File: src/rtl/alu_arbiter.sv
// Round-robin front end for one shared combinational ALU. ALU inputs are held
// for a class-dependent number of cycles so the multiply paths can be multicycle-constrained.
module alu_arbiter #(
   parameter int N_REQ   = 4,
   parameter int MUL_LAT = 2,
   parameter int ID_W    = $clog2(N_REQ)
) (
   input  logic                  clk,
   input  logic                  rst_n,
   input  logic [N_REQ-1:0]      req_valid,
   output logic [N_REQ-1:0]      req_ready,
   input  logic [N_REQ*4-1:0]    req_op,
   input  logic [N_REQ*32-1:0]   req_a,
   input  logic [N_REQ*32-1:0]   req_b,
   output logic [3:0]            alu_op,
   output logic [31:0]           alu_a,
   output logic [31:0]           alu_b,
   input  logic [31:0]           alu_result,
   input  logic                  alu_done,
   output logic                  rsp_valid,
   input  logic                  rsp_ready,
   output logic [ID_W-1:0]       rsp_id,
   output logic [31:0]           rsp_data,
   output logic                  rsp_illegal,
   output logic                  busy
);

   localparam int CNT_W = $clog2(MUL_LAT + 1);

   typedef enum logic [3:0] {
      OP_NOP  = 4'd0,  OP_ADD  = 4'd1,  OP_SUB = 4'd2,  OP_AND = 4'd3,
      OP_LSL  = 4'd4,  OP_LSR  = 4'd5,  OP_MUL = 4'd6,  OP_SP1 = 4'd7,
      OP_SP2  = 4'd8,  OP_SP3  = 4'd9,  OP_SP4 = 4'd10, OP_SP5 = 4'd11,
      OP_RES1 = 4'd12, OP_RES2 = 4'd13
   } opcode_t;

   typedef enum logic [1:0] {S_IDLE, S_EXEC, S_RESP} state_t;

   state_t            state_q, state_d;
   logic [ID_W-1:0]   rr_ptr_q, rr_ptr_d;
   logic [ID_W-1:0]   id_q, id_d;
   logic [CNT_W-1:0]  cnt_q, cnt_d;
   logic [3:0]        alu_op_q, alu_op_d;
   logic [31:0]       alu_a_q, alu_a_d;
   logic [31:0]       alu_b_q, alu_b_d;
   logic [31:0]       rsp_data_q, rsp_data_d;
   logic              rsp_ill_q, rsp_ill_d;

   logic              gnt_found;
   logic [ID_W-1:0]   gnt_id;
   logic [ID_W:0]     idx;
   logic [3:0]        gnt_op;
   logic              op_legal, op_multi;
   logic [N_REQ-1:0]  ready_vec;

   // First valid requester at or after rr_ptr, wrapping at N_REQ.
   always_comb begin
      gnt_found = 1'b0;
      gnt_id    = '0;
      idx       = '0;
      for (int k = 0; k < N_REQ; k++) begin
         idx = {1'b0, rr_ptr_q} + (ID_W+1)'(k);
         if (idx >= (ID_W+1)'(N_REQ)) idx = idx - (ID_W+1)'(N_REQ);
         if (!gnt_found && req_valid[idx[ID_W-1:0]]) begin
            gnt_found = 1'b1;
            gnt_id    = idx[ID_W-1:0];
         end
      end
   end

   assign gnt_op = req_op[4*gnt_id +: 4];

   always_comb begin
      op_legal = 1'b0;
      op_multi = 1'b0;
      case (opcode_t'(gnt_op))
         OP_NOP, OP_ADD, OP_SUB, OP_AND, OP_LSL, OP_LSR: op_legal = 1'b1;
         OP_MUL, OP_SP1, OP_SP2, OP_SP3, OP_SP4, OP_SP5: begin
            op_legal = 1'b1;
            op_multi = 1'b1;
         end
         default: op_legal = 1'b0;
      endcase
   end

   always_comb begin
      state_d    = state_q;
      rr_ptr_d   = rr_ptr_q;
      id_d       = id_q;
      cnt_d      = cnt_q;
      alu_op_d   = alu_op_q;
      alu_a_d    = alu_a_q;
      alu_b_d    = alu_b_q;
      rsp_data_d = rsp_data_q;
      rsp_ill_d  = rsp_ill_q;
      ready_vec  = '0;
      case (state_q)
         S_IDLE: if (gnt_found) begin
            ready_vec[gnt_id] = 1'b1;
            id_d              = gnt_id;
            if (op_legal) begin
               // Illegal ops never reach the ALU inputs.
               alu_op_d  = gnt_op;
               alu_a_d   = req_a[32*gnt_id +: 32];
               alu_b_d   = req_b[32*gnt_id +: 32];
               cnt_d     = op_multi ? CNT_W'(MUL_LAT) : CNT_W'(1);
               rsp_ill_d = 1'b0;
               state_d   = S_EXEC;
            end else begin
               rsp_data_d = '0;
               rsp_ill_d  = 1'b1;
               state_d    = S_RESP;
            end
         end
         S_EXEC: begin
            if (cnt_q > CNT_W'(1)) begin
               cnt_d = cnt_q - CNT_W'(1);
            end else if (alu_done) begin
               rsp_data_d = alu_result;
               state_d    = S_RESP;
            end
         end
         S_RESP: if (rsp_ready) begin
            rr_ptr_d = (id_q == ID_W'(N_REQ-1)) ? '0 : id_q + ID_W'(1);
            state_d  = S_IDLE;
         end
         default: state_d = S_IDLE;
      endcase
   end

   always_ff @(posedge clk or negedge rst_n) begin
      if (!rst_n) begin
         state_q    <= S_IDLE;
         rr_ptr_q   <= '0;
         id_q       <= '0;
         cnt_q      <= '0;
         alu_op_q   <= OP_NOP;
         alu_a_q    <= '0;
         alu_b_q    <= '0;
         rsp_data_q <= '0;
         rsp_ill_q  <= 1'b0;
      end else begin
         state_q    <= state_d;
         rr_ptr_q   <= rr_ptr_d;
         id_q       <= id_d;
         cnt_q      <= cnt_d;
         alu_op_q   <= alu_op_d;
         alu_a_q    <= alu_a_d;
         alu_b_q    <= alu_b_d;
         rsp_data_q <= rsp_data_d;
         rsp_ill_q  <= rsp_ill_d;
      end
   end

   // Gate the combinational grant so nothing is offered while reset is held.
   assign req_ready   = rst_n ? ready_vec : '0;
   assign alu_op      = alu_op_q;
   assign alu_a       = alu_a_q;
   assign alu_b       = alu_b_q;
   assign rsp_valid   = (state_q == S_RESP);
   assign rsp_id      = id_q;
   assign rsp_data    = rsp_data_q;
   assign rsp_illegal = rsp_ill_q;
   assign busy        = (state_q != S_IDLE);

endmodule

File: config.mk
export PLATFORM = sky130hd
export DESIGN_NAME = alu_arbiter
export DESIGN_NICKNAME = d
export VERILOG_FILES = /design/src/rtl/alu_arbiter.sv
export SDC_FILE = /design/constraint.sdc
export NUM_CORES = 1
export LEC_CHECK = 0
export BUFFER_PORTS_ARGS = -buffer_cell sky130_fd_sc_hd__buf_2
export CAP_MARGIN = 20
export CORE_AREA = 10 10 155 157
export CTS_CLUSTER_DIAMETER = 80
export CTS_CLUSTER_SIZE = 24
export DETAILED_ROUTE_END_ITERATION = 10
export DIE_AREA = 0 0 165 167
export SYNTH_ARGS = -nofsm -noshare
export SYNTH_HDL_FRONTEND = slang
export SYNTH_SLANG_ARGS = --single-unit
export TNS_END_PERCENT = 30
File: constraint.sdc
create_clock -name clk -period 3.15 [get_ports clk]
set_input_delay 0.4725 -clock clk [delete_from_list [all_inputs] [get_ports clk]]
set_output_delay 0.4725 -clock clk [all_outputs]
set_load 0.01 [all_outputs]
==> results.yml, run 1 <==
clock_network:
  cts_tree: "yes"
  cts_made_buffers: 9
  clockRootBuffer: "clkbuf_16"
  insertion_delay_ps: 350
  postCtsSetupBuffers: 0
  ctsResizeCount: 0
  cts.sinks: 109
  htreeDepth: 3
  clockBufferDepth: 2
  clk_pin_slew_ps: 80
worst_setup_path:
  rr_worst_depth: 9
  critical_path.slowest_cell: "or4_4"
  cp.depth: 6
  cp.required_ps: 2680
  cp_max_fo: 53
  endpoint_kind: "output port"
  crit_chain: "nand2b_1 > nor2_1 > or4_4 > buf_4 > nor2b_1 > buf_2"
  cp.arrival_ps: 2240
  path_class: "reg2out"
  critPathMaxStageDelay_ps: 550
  cp_top_family: "simple AND/OR/NAND/NOR gates"
  path_buf_inv: 2
  start_kind: "flip-flop"
route:
  m1WireLength_um: 10300
  num_vias: 7162
  wl_um: 26300
  wire_per_inst_um: 17.1
  first_iter_violations: 467
  wl_met3_um: 2750
  ant_nets: 0
  top_layer: "met5"
  met2_length_um: 12800
  drc: 0
  via_per_inst: 4.67
  dr.pass1.iters: 5
global_route:
  gr-total-overflow: 0
  antenna_found_initial: 1
  first_global_vias: 7108
  grt_util_all_layers_pct: 17.9
  grt_max_degree: 133
  grt_pass1_wl_um: 39800
pwr:
  p_per_area_mw_per_mm2: 873
  power_frac_comb_pct: 54.1
  clock_power_share_pct: 14.6
  power.internal_mw: 4.28
  power.switching_mw: 3.49
  total_power_mw: 7.77
  switching_share_pct: 44.9
  ir_drop_uv: 428
  power.leakage_nw: 4.79
  pwr-share-seq_pct: 31.3
synth:
  synth_fa_ha_area_share_pct: 0.400
  synth.net_count: 1186
  yosys-top-cells-area: "dfrtp_1, nor2_1, nand2_1"
  synth_compound_area_share_pct: 17.5
  synth.distinct_cells: 35
  synthCells: 872
  yosys.area_share.simple_pct: 32.1
  synth.cell_area_mm2: 0.00625
  synth_seq_area_share_pct: 43.6
  synthDominantCellAreaShare_pct: 43.6
  yosysTopAreaCell: "dfrtp_1"
  synth-seq-cells: 109
  synth_top_family_by_area: "simple AND/OR/NAND/NOR gates"
  ys_warn_count: 0
  synth_xor_area_share_pct: 0
  muxShareOfSynthArea_pct: 1.58
  syn_area_per_cell_um2: 7.17
final_layout:
  syn_to_final_growth_pct: 42.3
  fillers: 2236
  utilization_pct: 42.7
  multi_input_area_mm2: 0.00324
  instances_no_fill: 1533
  drive_gt1_share_pct: 36.6
  n_antenna_cell: 0
  seqCellArea_mm2: 0.00273
  final_nets: 1567
floorplanning:
  die_y_um: 167
  num_rows: 53
  initial_core_util_pct: 30.0
  dieWidth_um: 165
  core_mm2: 0.0208
  dieArea_mm2: 0.0276
  num_io_pins: 421
place:
  dp_hpwl_um: 21000
  io_buffers: 420
  place_congestion: 0.829
  placedCellCount: 1516
sta:
  setup_viol: 0
  setup_tns_ps: 0
  fmax_mhz: 369
  tightest_slew_ps: 702
  relSlewSlack_pct: 53.2
  finalHoldViolCount: 0
  period_share_pct: 86.1
  period_needed_ps: 2710
  rsz0062_at_grt: "no"
  drv_slew: 0
  holdWs_ps: 332
  fin_skew_ps: 12.8
run_status:
  status: "completed"
flow_run:
  max_cap_viol_count: 0
min_path:
  worst_hold_path_type: "in2reg"
  whs_path_depth: 2
-- power groups by stage --
stage          Combinational [mW]  Clock [mW]  Sequential, mW
2_1_floorplan                2.38           0            2.71
3_3_place_gp                 4.21           0            2.44
3_5_place_dp                 4.29           0            2.46
4_1_cts                      4.29        1.17            2.44
5_1_grt                      4.77        1.23            2.52
6_report                     4.20        1.13            2.43
-- metrics by stage --
| step | setup WS (ps) | instance area, µm² |
|---|---|---|
| floorplan | 668 | 6250 |
| global placement | 261 | 8570 |
| detailed placement | 385 | 8590 |
| CTS | 421 | 8900 |
| global route | 337 | 8900 |
| finish | 438 | 8900 |
-- cells by family (layout without fill, tap and decap cells) --
family | count (synthesis) | after routing
simple gates | 498 | 498
buf+inv | 69 | 455
flops | 109 | 109
mux | 9 | 9
fa+ha+maj | 2 | 2
compound gates | 185 | 185
-- state kept, by name (all words and copies together), names as in the netlist --
signal and flops:
rsp_id 2, alu_a 32, state_q 2, alu_op 4
rr_ptr_q 2, rsp_illegal 1, rsp_data 32, cnt_q 2
alu_b 32
-- area by class of cell --
type / instances / area share [%]
Clock buffer: 11 / 2.84
Clock inverter: 5 / 0.492
Inverter: 4 / 0.169
Multi-Input combinational cell: 694 / 36.4
Sequential cell: 109 / 30.6
Tap cell: 275 / 3.87
Timing Repair Buffer: 435 / 25.6
-- final timing paths --
check,from,end,slack (ps)
max,rr_ptr_q[0],req_ready[0],440
min,rsp_ready,state_q[1],330
max reg2reg,rr_ptr_q[1],rsp_data[13],540
min reg2reg,alu_a[27],alu_a[27],470
max in group asynchronous,rst_n,alu_a[4],1690
min in group asynchronous,rst_n,state_q[1],540
-- routing by layer --
metal	vias up	track usage (%)
met5	-	0
met4	2	4.51
met3	22	7.05
met2	277	30.4
met1	3219	20.5
li1	3642	-
-- synth_stat cells --
library cell,count
a21boi_0,2
a21oi_1,7
a22o_1,32
a22oi_1,1
and2_1,1
buf_1,2
buf_2,6
buf_4,4
buf_6,3
clkbuf_1,50
dfrtp_1,109
ha_1,2
inv_1,4
mux2_2,3
mux2_4,1
mux2i_1,5
nand2_1,204
nand2b_1,9
nand3_1,68
nor2_1,208
nor2_2,1
nor2b_1,2
nor3_1,1
nor3b_1,1
nor4_1,1
o211ai_1,3
o21a_1,1
o21ai_0,124
o21ai_1,10
o21ai_2,1
o2bb2ai_2,1
o31ai_1,2
o41ai_2,1
or2_1,1
or4_4,1
-- placed cells by master (no fill, tap or decap), drive strengths merged --
cell type,n
buf,434
nor2,209
nand2,204
o21ai,135
dfrtp,109
nand3,68
a22o,32
clkbuf,11
nand2b,9
a21oi,7
mux2i,5
inv,5
mux2,4
o211ai,3
a21boi,2
nor2b,2
o31ai,2
ha,2
clkinv,2
clkinvlp,2
nor3b,1
or4,1
o2bb2ai,1
nor4,1
or2,1
o41ai,1
nor3,1
and2,1
o21a,1
a22oi,1
dlygate4sd3,1
-- what timing repair did --
item,4_1_cts,5_1_grt
endpoints found under the setup margin,0,0
hold endpoints to repair,8,0
hold buffers,1,0
Power figures use the tool's default switching activity.
==> inputs of run 2 (changes only) <==
--- a/config.mk
+++ b/config.mk
@@ -12,6 +12,8 @@
 export CTS_CLUSTER_SIZE = 24
 export DETAILED_ROUTE_END_ITERATION = 10
 export DIE_AREA = 0 0 165 167
+export PLACE_DENSITY = 0.62
+export RECOVER_POWER = 100
 export SYNTH_ARGS = -nofsm -noshare
 export SYNTH_HDL_FRONTEND = slang
 export SYNTH_SLANG_ARGS = --single-unit
==> run 2 against run 1 <==
Clock skew shrank 1.4 ps. Die area is the same. Global-route usage shrank 0.23 points. Clock power grew 4%. Critical path depth grew 2. The flow now finishes with violations (capacitance limit, slew limit). Total power shrank 1.8%. Sequential power is essentially flat.
==> results.yml, run 2 (same netlist as run 1, synthesis figures left out) <==
sta:
  fmax_mhz: 346
  relSlewSlack_pct: -8.86
  setup_viol: 0
  period_needed_ps: 2890
  period_share_pct: 91.8
  postLayoutSetupSlackWorst_ps: 259
  holdWs_ps: 340
  fin_skew_ps: 11.3
  rsz0062_at_grt: "no"
  drv_slew: 66
  setup_tns_ps: 0
  tightest_slew_ps: 1630
  finalHoldViolCount: 0
final_layout:
  final_common_cell: "buf_2"
  drive_gt1_share_pct: 27.8
  final_nets: 1568
  final_cell_mix: "buf_2, nor2_1, nand2_1, o21ai_0"
  fillers: 2251
  n_antenna_cell: 0
  syn_to_final_growth_pct: 39.7
clock_network:
  clk_pin_slew_ps: 80
  clockBufferDepth: 2
  cts_tree: "yes"
  cts_made_buffers: 9
  htreeDepth: 3
  cts.sinks: 109
  postCtsSetupBuffers: 0
  insertion_delay_ps: 350
  clockRootBuffer: "clkbuf_16"
place:
  post-place-ws_ps: 360
  dp_hpwl_um: 21000
  io_buffers: 420
  place_congestion: 0.844
route:
  ant_nets: 0
  top_layer: "met5"
  via_per_inst: 4.69
  wl_um: 25900
  wl_met3_um: 2840
  first_iter_violations: 442
  drc: 0
  wire_per_inst_um: 16.9
  num_vias: 7188
  dr.pass1.iters: 4
  m1WireLength_um: 9830
  met2_length_um: 12700
global_route:
  first_global_vias: 7336
  antenna_found_initial: 1
  gr-total-overflow: 0
  grt_pass1_wl_um: 39400
  grt_max_degree: 84
  grt_util_all_layers_pct: 17.7
worst_setup_path:
  critical_path.slowest_cell: "buf_2"
  cp_max_fo: 50
  critPathMaxStageDelay_ps: 790
  regToRegStartpoint: "rr_ptr_q[1]"
  cp.required_ps: 3410
  cpMostUsedCell: "o21ai_0"
  cp.arrival_ps: 3150
  start_kind: "flip-flop"
  crit_path_start: "rr_ptr_q[1]"
  path_class: "reg2reg"
  crit_chain: "nand2b_1 > a21oi_1 > or2_4 > buf_2 > nand2_1 > nand3_1 > o21ai_0 > o21ai_0"
  endpoint_kind: "flip-flop"
pwr:
  p_per_area_mw_per_mm2: 873
  ir_drop_uv: 314
  power.leakage_nw: 4.42
run_status:
  failed_checks: "capacitance limit, slew limit"
  status: "finished with violations"
floorplanning:
  core_mm2: 0.0208
  num_rows: 53
  die_y_um: 167
  initial_core_util_pct: 30.0
  dieArea_mm2: 0.0276
  num_io_pins: 421
  dieWidth_um: 165
min_path:
  hold_path.startpoint: "alu_result[19]"
  worst_hold_path_type: "in2reg"
flow_run:
  max_cap_viol_count: 1
==> run 2: changes by cell type in the layout (fill, tap and decap cells not counted), moves of 2 or more <==
cell      change
clkbuf_2      +2
buf_4         -4
o21ai_0       +7
clkbuf_1    +109
buf_2       -106
o21ai_1       -7
==> run 2: stage by stage <==
stage	total power [mW]	cells	utilization, %	area (µm²)
global route	8.39	1533	42.0	8740
CTS	7.94	1533	42.7	8900
floorplan	5.09	872	-	6250
detailed placement	6.73	1517	41.2	8580
global placement	6.66	1517	41.2	8580
finish	7.62	1533	42.0	8740
==> run 2: final cells by class <==
type	count	area (µm²)	area share [%]
clock inverters	5	68.8	0.788
well taps	275	344	3.94
inverters	4	15.0	0.172
multi-input cells	694	3230	36.9
repair buffers	436	2120	24.2
clock buffers	10	239	2.73
flip-flops and latches	109	2730	31.2
==> run 2: final timing paths <==
check / to / slack [ps] / cells past startpoint
max in group asynchronous: alu_a[4] / 730 / 3
setup reg to reg: alu_a[22] / 260 / 8
setup / recovery: alu_a[22] / 260 / 8
hold / removal: rsp_data[19] / 340 / 2
min in group asynchronous: rsp_data[0] / 530 / 2
hold reg to reg: alu_b[3] / 480 / 2
==> run 2: power breakdown <==
group | leakage (nW) | internal [mW] | total (mW) | switching [mW]
clock | 0.149 | 0.647 | 1.17 | 0.524
combinational | 2.92 | 1.42 | 4.00 | 2.58
sequential | 1.36 | 2.07 | 2.46 | 0.389
==> run 2: what timing repair did <==
item                                   4_1_cts  5_1_grt
hold buffers                                 1        0
resized for setup                            0        0
endpoints found under the hold margin        2        0
==> run 2: layer usage <==
metal	track usage, %	up-vias
met5	0	-
met4	4.70	2
met3	7.08	32
met2	30.5	306
met1	19.6	3201
li1	-	3647
==> run 2: worst max-delay path, delay by kind of cell (launching register included) <==
kind	cells	cell delay, ps
AOI/OAI and AO/OA	3	600
DFF	1	460
buffers and inverters	1	790
and+or+nand+nor	4	870
